## config.mk

```make
export PLATFORM = sky130hd
export DESIGN_NAME = serial_add_arbiter
export DESIGN_NICKNAME = d
export VERILOG_FILES = /design/src/rtl/serial_add_arbiter.sv
export SDC_FILE = /design/constraint.sdc
export NUM_CORES = 1
export LEC_CHECK = 0
export CAP_MARGIN = 40
export CORE_ASPECT_RATIO = 0.8
export CORE_MARGIN = 2
export CORE_UTILIZATION = 40
export CTS_CLUSTER_DIAMETER = 30
export DETAILED_ROUTE_END_ITERATION = 16
export PLACE_DENSITY = 0.67
export SLEW_MARGIN = 30
export SYNTH_ARGS = -nofsm -noshare
export SYNTH_HDL_FRONTEND = slang
export SYNTH_SLANG_ARGS = --single-unit
```

## constraint.sdc

```tcl
create_clock -name clk -period 1.4 [get_ports clk]
set_input_delay 0.14 -clock clk [delete_from_list [all_inputs] [get_ports clk]]
set_output_delay 0.14 -clock clk [all_outputs]
set_load 0.05 [all_outputs]
```

## src/rtl/serial_add_arbiter.sv

```systemverilog
`default_nettype none
// ============================================================================
// Module   : serial_add_arbiter
// Purpose  : Round-robin arbiter sharing one bit-serial full-adder cell
//            between two requesters. A granted operand pair is rippled
//            LSB-first through the cell over W cycles, after which the sum
//            and carry-out are published with a one-cycle done pulse.
// Ports    : clk, rst            - clock, synchronous active-high reset
//            req0_i/a0_i/b0_i    - requester 0 request (level) and operands
//            req1_i/a1_i/b1_i    - requester 1 request (level) and operands
//            gnt_o[1:0]          - one-hot registered grant pulse
//            busy_o              - operation in flight (RUN or DONE)
//            sum_o/cout_o        - result of the last completed operation
//            done_o              - one-cycle result-valid pulse
//            done_id_o           - requester index of the result held
// Revision : 1.0 - initial release
// ============================================================================
module serial_add_arbiter #(
  parameter int W = 8
) (
  input  logic         clk,
  input  logic         rst,
  input  logic         req0_i,
  input  logic [W-1:0] a0_i,
  input  logic [W-1:0] b0_i,
  input  logic         req1_i,
  input  logic [W-1:0] a1_i,
  input  logic [W-1:0] b1_i,
  output logic [1:0]   gnt_o,
  output logic         busy_o,
  output logic [W-1:0] sum_o,
  output logic         cout_o,
  output logic         done_o,
  output logic         done_id_o
);

  localparam int CW = (W > 2) ? $clog2(W) : 1;
  localparam logic [CW-1:0] LAST_BIT = CW'(W - 1);

  typedef enum logic [1:0] {
    IDLE = 2'd0,
    RUN  = 2'd1,
    DONE = 2'd2
  } state_t;

  state_t        state_q, state_d;
  logic [W-1:0]  sa_q, sa_d;
  logic [W-1:0]  sb_q, sb_d;
  logic [W-1:0]  res_q, res_d;
  logic          c_q, c_d;
  logic [CW-1:0] cnt_q, cnt_d;
  logic [1:0]    gnt_q, gnt_d;
  logic          id_q, id_d;
  logic          last_q, last_d;
  logic [W-1:0]  sum_q, sum_d;
  logic          cout_q, cout_d;
  logic          done_id_q, done_id_d;
  logic          win;

  // Full adder as two cascaded half adders on the current LSBs and carry.
  logic ha1_s, ha1_c, ha2_s, ha2_c, carry_nxt;
  assign ha1_s     = sa_q[0] ^ sb_q[0];
  assign ha1_c     = sa_q[0] & sb_q[0];
  assign ha2_s     = ha1_s ^ c_q;
  assign ha2_c     = ha1_s & c_q;
  assign carry_nxt = ha1_c | ha2_c;

  always_comb begin
    state_d   = state_q;
    sa_d      = sa_q;
    sb_d      = sb_q;
    res_d     = res_q;
    c_d       = c_q;
    cnt_d     = cnt_q;
    gnt_d     = 2'b00;
    id_d      = id_q;
    last_d    = last_q;
    sum_d     = sum_q;
    cout_d    = cout_q;
    done_id_d = done_id_q;
    win       = 1'b0;

    case (state_q)
      IDLE: begin
        if (req0_i || req1_i) begin
          // On a tie the requester not served last wins; otherwise the
          // sole requester wins.
          win       = (req0_i && req1_i) ? ~last_q : req1_i;
          sa_d      = win ? a1_i : a0_i;
          sb_d      = win ? b1_i : b0_i;
          c_d       = 1'b0;
          cnt_d     = '0;
          gnt_d     = win ? 2'b10 : 2'b01;
          id_d      = win;
          last_d    = win;
          state_d   = RUN;
        end
      end
      RUN: begin
        res_d = {ha2_s, res_q[W-1:1]};
        sa_d  = sa_q >> 1;
        sb_d  = sb_q >> 1;
        c_d   = carry_nxt;
        cnt_d = cnt_q + CW'(1);
        if (cnt_q == LAST_BIT) begin
          // Publish the result including the bit produced on this edge.
          sum_d     = {ha2_s, res_q[W-1:1]};
          cout_d    = carry_nxt;
          done_id_d = id_q;
          state_d   = DONE;
        end
      end
      DONE: begin
        state_d = IDLE;
      end
      default: begin
        state_d = IDLE;
      end
    endcase
  end

  always_ff @(posedge clk) begin
    if (rst) begin
      state_q   <= IDLE;
      sa_q      <= '0;
      sb_q      <= '0;
      res_q     <= '0;
      c_q       <= 1'b0;
      cnt_q     <= '0;
      gnt_q     <= 2'b00;
      id_q      <= 1'b0;
      last_q    <= 1'b1;
      sum_q     <= '0;
      cout_q    <= 1'b0;
      done_id_q <= 1'b0;
    end else begin
      state_q   <= state_d;
      sa_q      <= sa_d;
      sb_q      <= sb_d;
      res_q     <= res_d;
      c_q       <= c_d;
      cnt_q     <= cnt_d;
      gnt_q     <= gnt_d;
      id_q      <= id_d;
      last_q    <= last_d;
      sum_q     <= sum_d;
      cout_q    <= cout_d;
      done_id_q <= done_id_d;
    end
  end

  assign gnt_o     = gnt_q;
  assign busy_o    = (state_q != IDLE);
  assign done_o    = (state_q == DONE);
  assign sum_o     = sum_q;
  assign cout_o    = cout_q;
  assign done_id_o = done_id_q;

endmodule
`default_nettype wire

```

==> metrics, run 1 <==
# setup viols final 0; max_slew headroom 77.0%; Core ar. 0.00495 mm^2; Final Worst Setup Slack 58.3 ps; crit path kind reg2out; Clock Latency Late Sink 290 ps; main combinational cell family by area after synthesis simple AND/OR/NAND/NOR gates; crit path capture type output port; Worst path slowest cell dfxtp_1; Synth cell types 33; initial core utilization 41.0%; grt ovf 0; CTS tree built; Final min period 1340 ps; final max-slew violation count 0; final hold violations 0; Ys Warns 0; TritonCTS Buffers 5; drt via density 5.14; worst min path class reg2reg; count leader, synth dfxtp_1; final net count 318; fin area 0.00283 mm^2; pre-CTS setup slack -108 ps; Row Count 23; IO Pins 50; Main synth FF type dfxtp_1; Cell Count, Final, Fillers Out 342; Reg clk slew, reported paths 80 ps; mux contribution to synthesized area 7.89%; max cap viols 0; Placed Cells incl. Taps 334; Clock Sink Count 43; commonest cells in the netlist dfxtp_1, nand2_1, a21oi_1; Min-Delay Path Depth 2; wirelength, routed 4530 um; min-delay src sum_o[3]$_SDFFE_PP0P_; fmax 745 MHz; Avg Inst Size Synth 8.99 um^2; DP Wirelength 3070 um; FF-to-FF End done_id_o$_SDFFE_PP0P_; ANT cells 0; maximum net fanout on the critical path 13; Pleak 1.11 nW; pin count of the biggest net entering global routing 26; drt drc 0; DIE AREA 0.00567 mm^2; Synth area leaders dfxtp_1, mux2i_1, and3b_1; post-synth top area cell dfxtp_1; DIE HEIGHT 67.7 um; FF+latch count, synth 43; status finished clean; number of enable flip-flop cells after synthesis 0; CTS root buf clkbuf_8; first-pass GRT wire length 7640 um; area grow syn2layout 39.5%; Min-Delay Endpoint sum_o[3]$_SDFFE_PP0P_; Max Buffers Root-to-Sink 2; total power 2.70 mW; post-layout util 57.2%; Fin Hold WS 457 ps; Final ANT Viol Nets 0; top cell type's share of synthesized area 42.4%; Post-Synth Simple-Gate Area 22.4%; CP Launch Type flip-flop; drt wl/cell 13.2 um; Placed Area 0.00270 mm^2; ordered cell list for the critical path buf_4 > nor2b_4 > buf_12; Peak VDD IR 0.590 mV; Synth Area in Compound Gates 18.8%; Final TNS setup 0 ps; R2R Setup Slk 140 ps; P per Cell Area 952 mW/mm^2; cells after synthesis 226; GRT Util Overall 16.7%; Crit path largest cell delay 460 ps; Seq/Total Area, Yosys 42.4%; vias in the first global route 1,665; R2R Path Start cnt_q[0]$_SDFFE_PP0P_; R2R cell count 6; async set-or-reset flop fraction in the synthesized netlist 0%; WP data arrival 1200 ps; syn_nets 265; via count 1,758; antenna violations before repair 0; Port Buffers 49; Worst Clk Skew 9.27 ps; htree depth 2; worst-margin pin slew 336 ps; 1st-pass router iterations 4; Tcrit/Tclk final 95.8%; share of cells above drive strength 1 16.4%; RSZ-0062 raised after global routing false; Iter 0 DRT Violations 157; GP Congestion 0.761; die width 83.7 um; Synth Cell Area 0.00203 mm^2; xor/xnor share of the synthesized area 0%; Critical Path RT 1260 ps; Synth Area in Adders 2.22%
[what timing repair did]
action,in CTS,in global routing
pin swaps,0,1
resized for setup,2,4
setup endpoints to repair,1,6
hold buffers,0,0
buffers inserted,0,0
[critical path: cells and delay by family (launching register included)]
family	cells	cell delay [ps]
simple gates	1	60
buf+inv	2	390
flops	1	460
[logic make-up (layout without fill, tap and decap cells)]
kind of cell,Yosys count,count (layout)
fa+ha+maj,3,3
buf+inv,23,77
mux,16,16
flops,43,43
compound gates,60,60
simple gates,81,81
[flip-flops by register name (all words and copies together) (netlist names)]
name,cells
cout_o,1
id_q,1
c_q,1
sa_q,8
sum_o,8
done_id_o,1
sb_q,8
state_q,2
gnt_o,2
last_q,1
res_q,7
cnt_q,3
[cell type report]
class | instances | area, um^2
clock inverters | 2 | 35.0
fillers | 475 | 2120
flip-flops and latches | 43 | 862
inverters | 3 | 11.3
repair buffers | 66 | 707
multi-input cells | 160 | 1060
clock buffers | 6 | 82.6
well taps | 62 | 77.6
[worst max-delay path by stage]
| stage | endpoint | slack [ps] | startpoint | cells past startpoint |
|---|---|---|---|---|
| finish | done_o | 60 | state_q[0]$_SDFFE_PP0P_ | 3 |
| global route | cout_o$_SDFFE_PP0P_ | 20 | cnt_q[0]$_SDFFE_PP0P_ | 6 |
| CTS | done_o | 40 | state_q[1]$_SDFFE_PP0P_ | 3 |
| detailed placement | sa_q[7]$_SDFFE_PP0P_ | -110 | req1_i | 6 |
| global placement | last_q$_SDFFE_PP1P_ | -70 | req0_i | 3 |
| floorplan | last_q$_SDFFE_PP1P_ | 3 | state_q[0]$_SDFFE_PP0P_ | 5 |
[report_power, final]
group | switching (mW) | total (mW) | leakage [nW] | internal, mW
sequential | 0.0382 | 1.31 | 0.351 | 1.27
clock | 0.412 | 0.989 | 0.0612 | 0.577
combinational | 0.172 | 0.395 | 0.693 | 0.223
total | 0.622 | 2.70 | 1.11 | 2.07
[cells in the final DEF, fill, tap and decap left out, types with 5 or more instances in the layout]
cell,synthesis,routed
a211oi_1,14,14
a21oi_1,21,21
and2_1,15,15
and3b_1,14,14
buf_12,1,9
buf_4,0,20
clkbuf_8,0,6
clkdlybuf4s50_1,0,35
dfxtp_1,43,42
mux2i_1,16,16
nand2_1,28,28
nand3_1,10,10
nor2_1,5,5
o22ai_1,14,14
[metal layers]
metal | vias to the layer above | global-route usage, % | share of wire [%] | wire length (um)
met5 | - | 0 | 0 | 0
met4 | 0 | 4.84 | 0.31 | 14
met3 | 2 | 3.67 | 4.2 | 191
met2 | 28 | 27.0 | 45 | 2030
met1 | 813 | 22.7 | 51 | 2290
li1 | 915 | - | - | -
(Power assumes the default switching activity.)
==> run 2: changes to the inputs <==
Settings changed: SLEW_MARGIN 30 to 20.
==> results of run 2 <==
Same layout as run 1: the final DEF is identical, and so are final timing and power.
==> run 3: changes to the inputs <==
Settings changed: CORE_UTILIZATION 40 to 49, PLACE_DENSITY 0.67 to 0.79.
==> run 3 against run 2 <==
Register-to-register slack worse by 70 ps. Wire length up 2.0%. Clock power down 0.9%. Largest cell class unchanged. Count of clock-buffer cells in the layout unchanged. Combinational power down 3%. Setup slack better by 4.3 ps.
==> metrics, run 3 (synthesized netlist as in run 1, its figures left out) <==
CTS Hold Bufs 0 (unchanged); Reg clk slew, reported paths 80 ps (about the same); CTS root buf clkbuf_8; total power 2.67 mW (-0.86%); WP data arrival 1200 ps (about the same); most frequent cells in the layout dfxtp_1, clkdlybuf4s50_1, nand2_1, a21oi_1, buf_4; # setup viols final 0 (unchanged); Cell Count, Final, Fillers Out 333 (-2.6%); vias in the first global route 1,717 (+3.1%); 1st-pass router iterations 5 (+1); final max-slew violation count 0 (unchanged); worst-margin pin slew 354 ps (+17.9 ps); final net count 316 (-0.63%); Max Buffers Root-to-Sink 2 (unchanged); drt via density 5.42 (+5.4%); CP Launch Type flip-flop; max cap viols 0 (unchanged); Peak VDD IR 0.611 mV (+3.5%); crit path kind reg2out; first-pass GRT wire length 7780 um (+1.9%); maximum net fanout on the critical path 20 (+7); final hold violations 0 (unchanged); ANT cells 0 (unchanged); post-layout util 72.7% (+15 points); CTS tree built; GP Congestion 0.736 (-3.2%); Pleak 1.10 nW (-0.52%); DIE HEIGHT 61.6 um (-9.1%); htree depth 2 (unchanged); antenna violations before repair 0 (unchanged); share of cells above drive strength 1 16.5% (+0.12 points); Final ANT Viol Nets 0 (unchanged); max_slew headroom 76.4% (-0.62 points); wirelength, routed 4620 um (+2.0%); Clock Sink Count 43 (unchanged); DIE AREA 0.00468 mm^2 (-17%); Clock Latency Late Sink 290 ps (about the same); drt drc 0 (unchanged); Final min period 1340 ps (-4.35 ps); Iter 0 DRT Violations 134 (-15%); RSZ-0062 raised after global routing false; Port Buffers 49 (unchanged); Worst Clk Skew 4.65 ps (-4.62 ps); fill count 298 (-37%); die width 76.0 um (-9.2%); worst min path class reg2reg; Fin Hold WS 461 ps (+4.07 ps); drt wl/cell 13.9 um (+4.8%); fin area 0.00282 mm^2 (-0.44%); commonest non-fill, non-tap cell in the layout dfxtp_1; Row Count 20 (-13%); status finished clean; crit path capture type output port; via count 1,804 (+2.6%); P per Cell Area 948 mW/mm^2 (-0.42%); Core ar. 0.00388 mm^2 (-22%); GRT Util Overall 21.1% (+4.4 points); Critical Path RT 1260 ps (about the same); pin count of the biggest net entering global routing 28 (+7.7%); Placed Area 0.00267 mm^2 (-0.97%); grt ovf 0 (unchanged); area grow syn2layout 38.9%; fmax 748 MHz (+0.33%); initial core utilization 52.4% (+11 points); DP Wirelength 3090 um (+0.83%); TritonCTS Buffers 5 (unchanged); IO Pins 50 (unchanged); Placed Cells incl. Taps 323 (-3.3%); Tcrit/Tclk final 95.5% (-0.31 points)
-- run 3: cell types whose count changed in the layout (fill, tap and decap cells not counted), sizes merged --
cell,change
buf,-2
-- run 3: worst paths after layout --
check | from | endpoint | slack [ps] | cells after the start
worst max register to register | state_q[1]$_SDFFE_PP0P_ | last_q$_SDFFE_PP1P_ | 70 | 3
worst max-delay path | state_q[1]$_SDFFE_PP0P_ | done_o | 60 | 3
worst min-delay path | sum_o[3]$_SDFFE_PP0P_ | sum_o[3]$_SDFFE_PP0P_ | 460 | 2
worst min register to register | sum_o[3]$_SDFFE_PP0P_ | sum_o[3]$_SDFFE_PP0P_ | 460 | 2
-- run 3: area by class of cell --
cell class | instances | area (um^2) | area share [%]
clock inverters | 2 | 35.0 | 1.24
clock buffers | 6 | 82.6 | 2.93
multi-input cells | 160 | 1060 | 37.6
flip-flops and latches | 43 | 866 | 30.7
repair buffers | 64 | 697 | 24.7
well taps | 55 | 68.8 | 2.44
inverters | 3 | 11.3 | 0.399
-- run 3: report_power, final --
group          switching [mW]  total, mW  internal (mW)
combinational           0.171      0.382          0.212
clock                   0.403      0.980          0.577
sequential             0.0382       1.31           1.27
total                   0.612       2.67           2.06
-- run 3: repair_timing --
item	in CTS	in global routing
resized for setup	4	4
buffers inserted	0	2
setup endpoints to repair	23	8
-- run 3: stage by stage --
step                setup WS, ps  setup TNS, ps
global placement           -65.1           -659
floorplan                   2.62              0
global route                13.9              0
finish                      62.6              0
CTS                         28.1              0
detailed placement         -99.9          -1760
-- run 3: worst max-delay path, cell delays in order, from the launching register on --
cell	delay, ps
dfxtp_4	410
buf_6	170
nor2b_4	180
buf_12	140
-- run 3: layer usage --
metal	global-route usage [%]	routed length [um]
met1	25.7	2130
met2	37.1	2200
met3	5.57	243
met4	8.31	49
met5	0	0
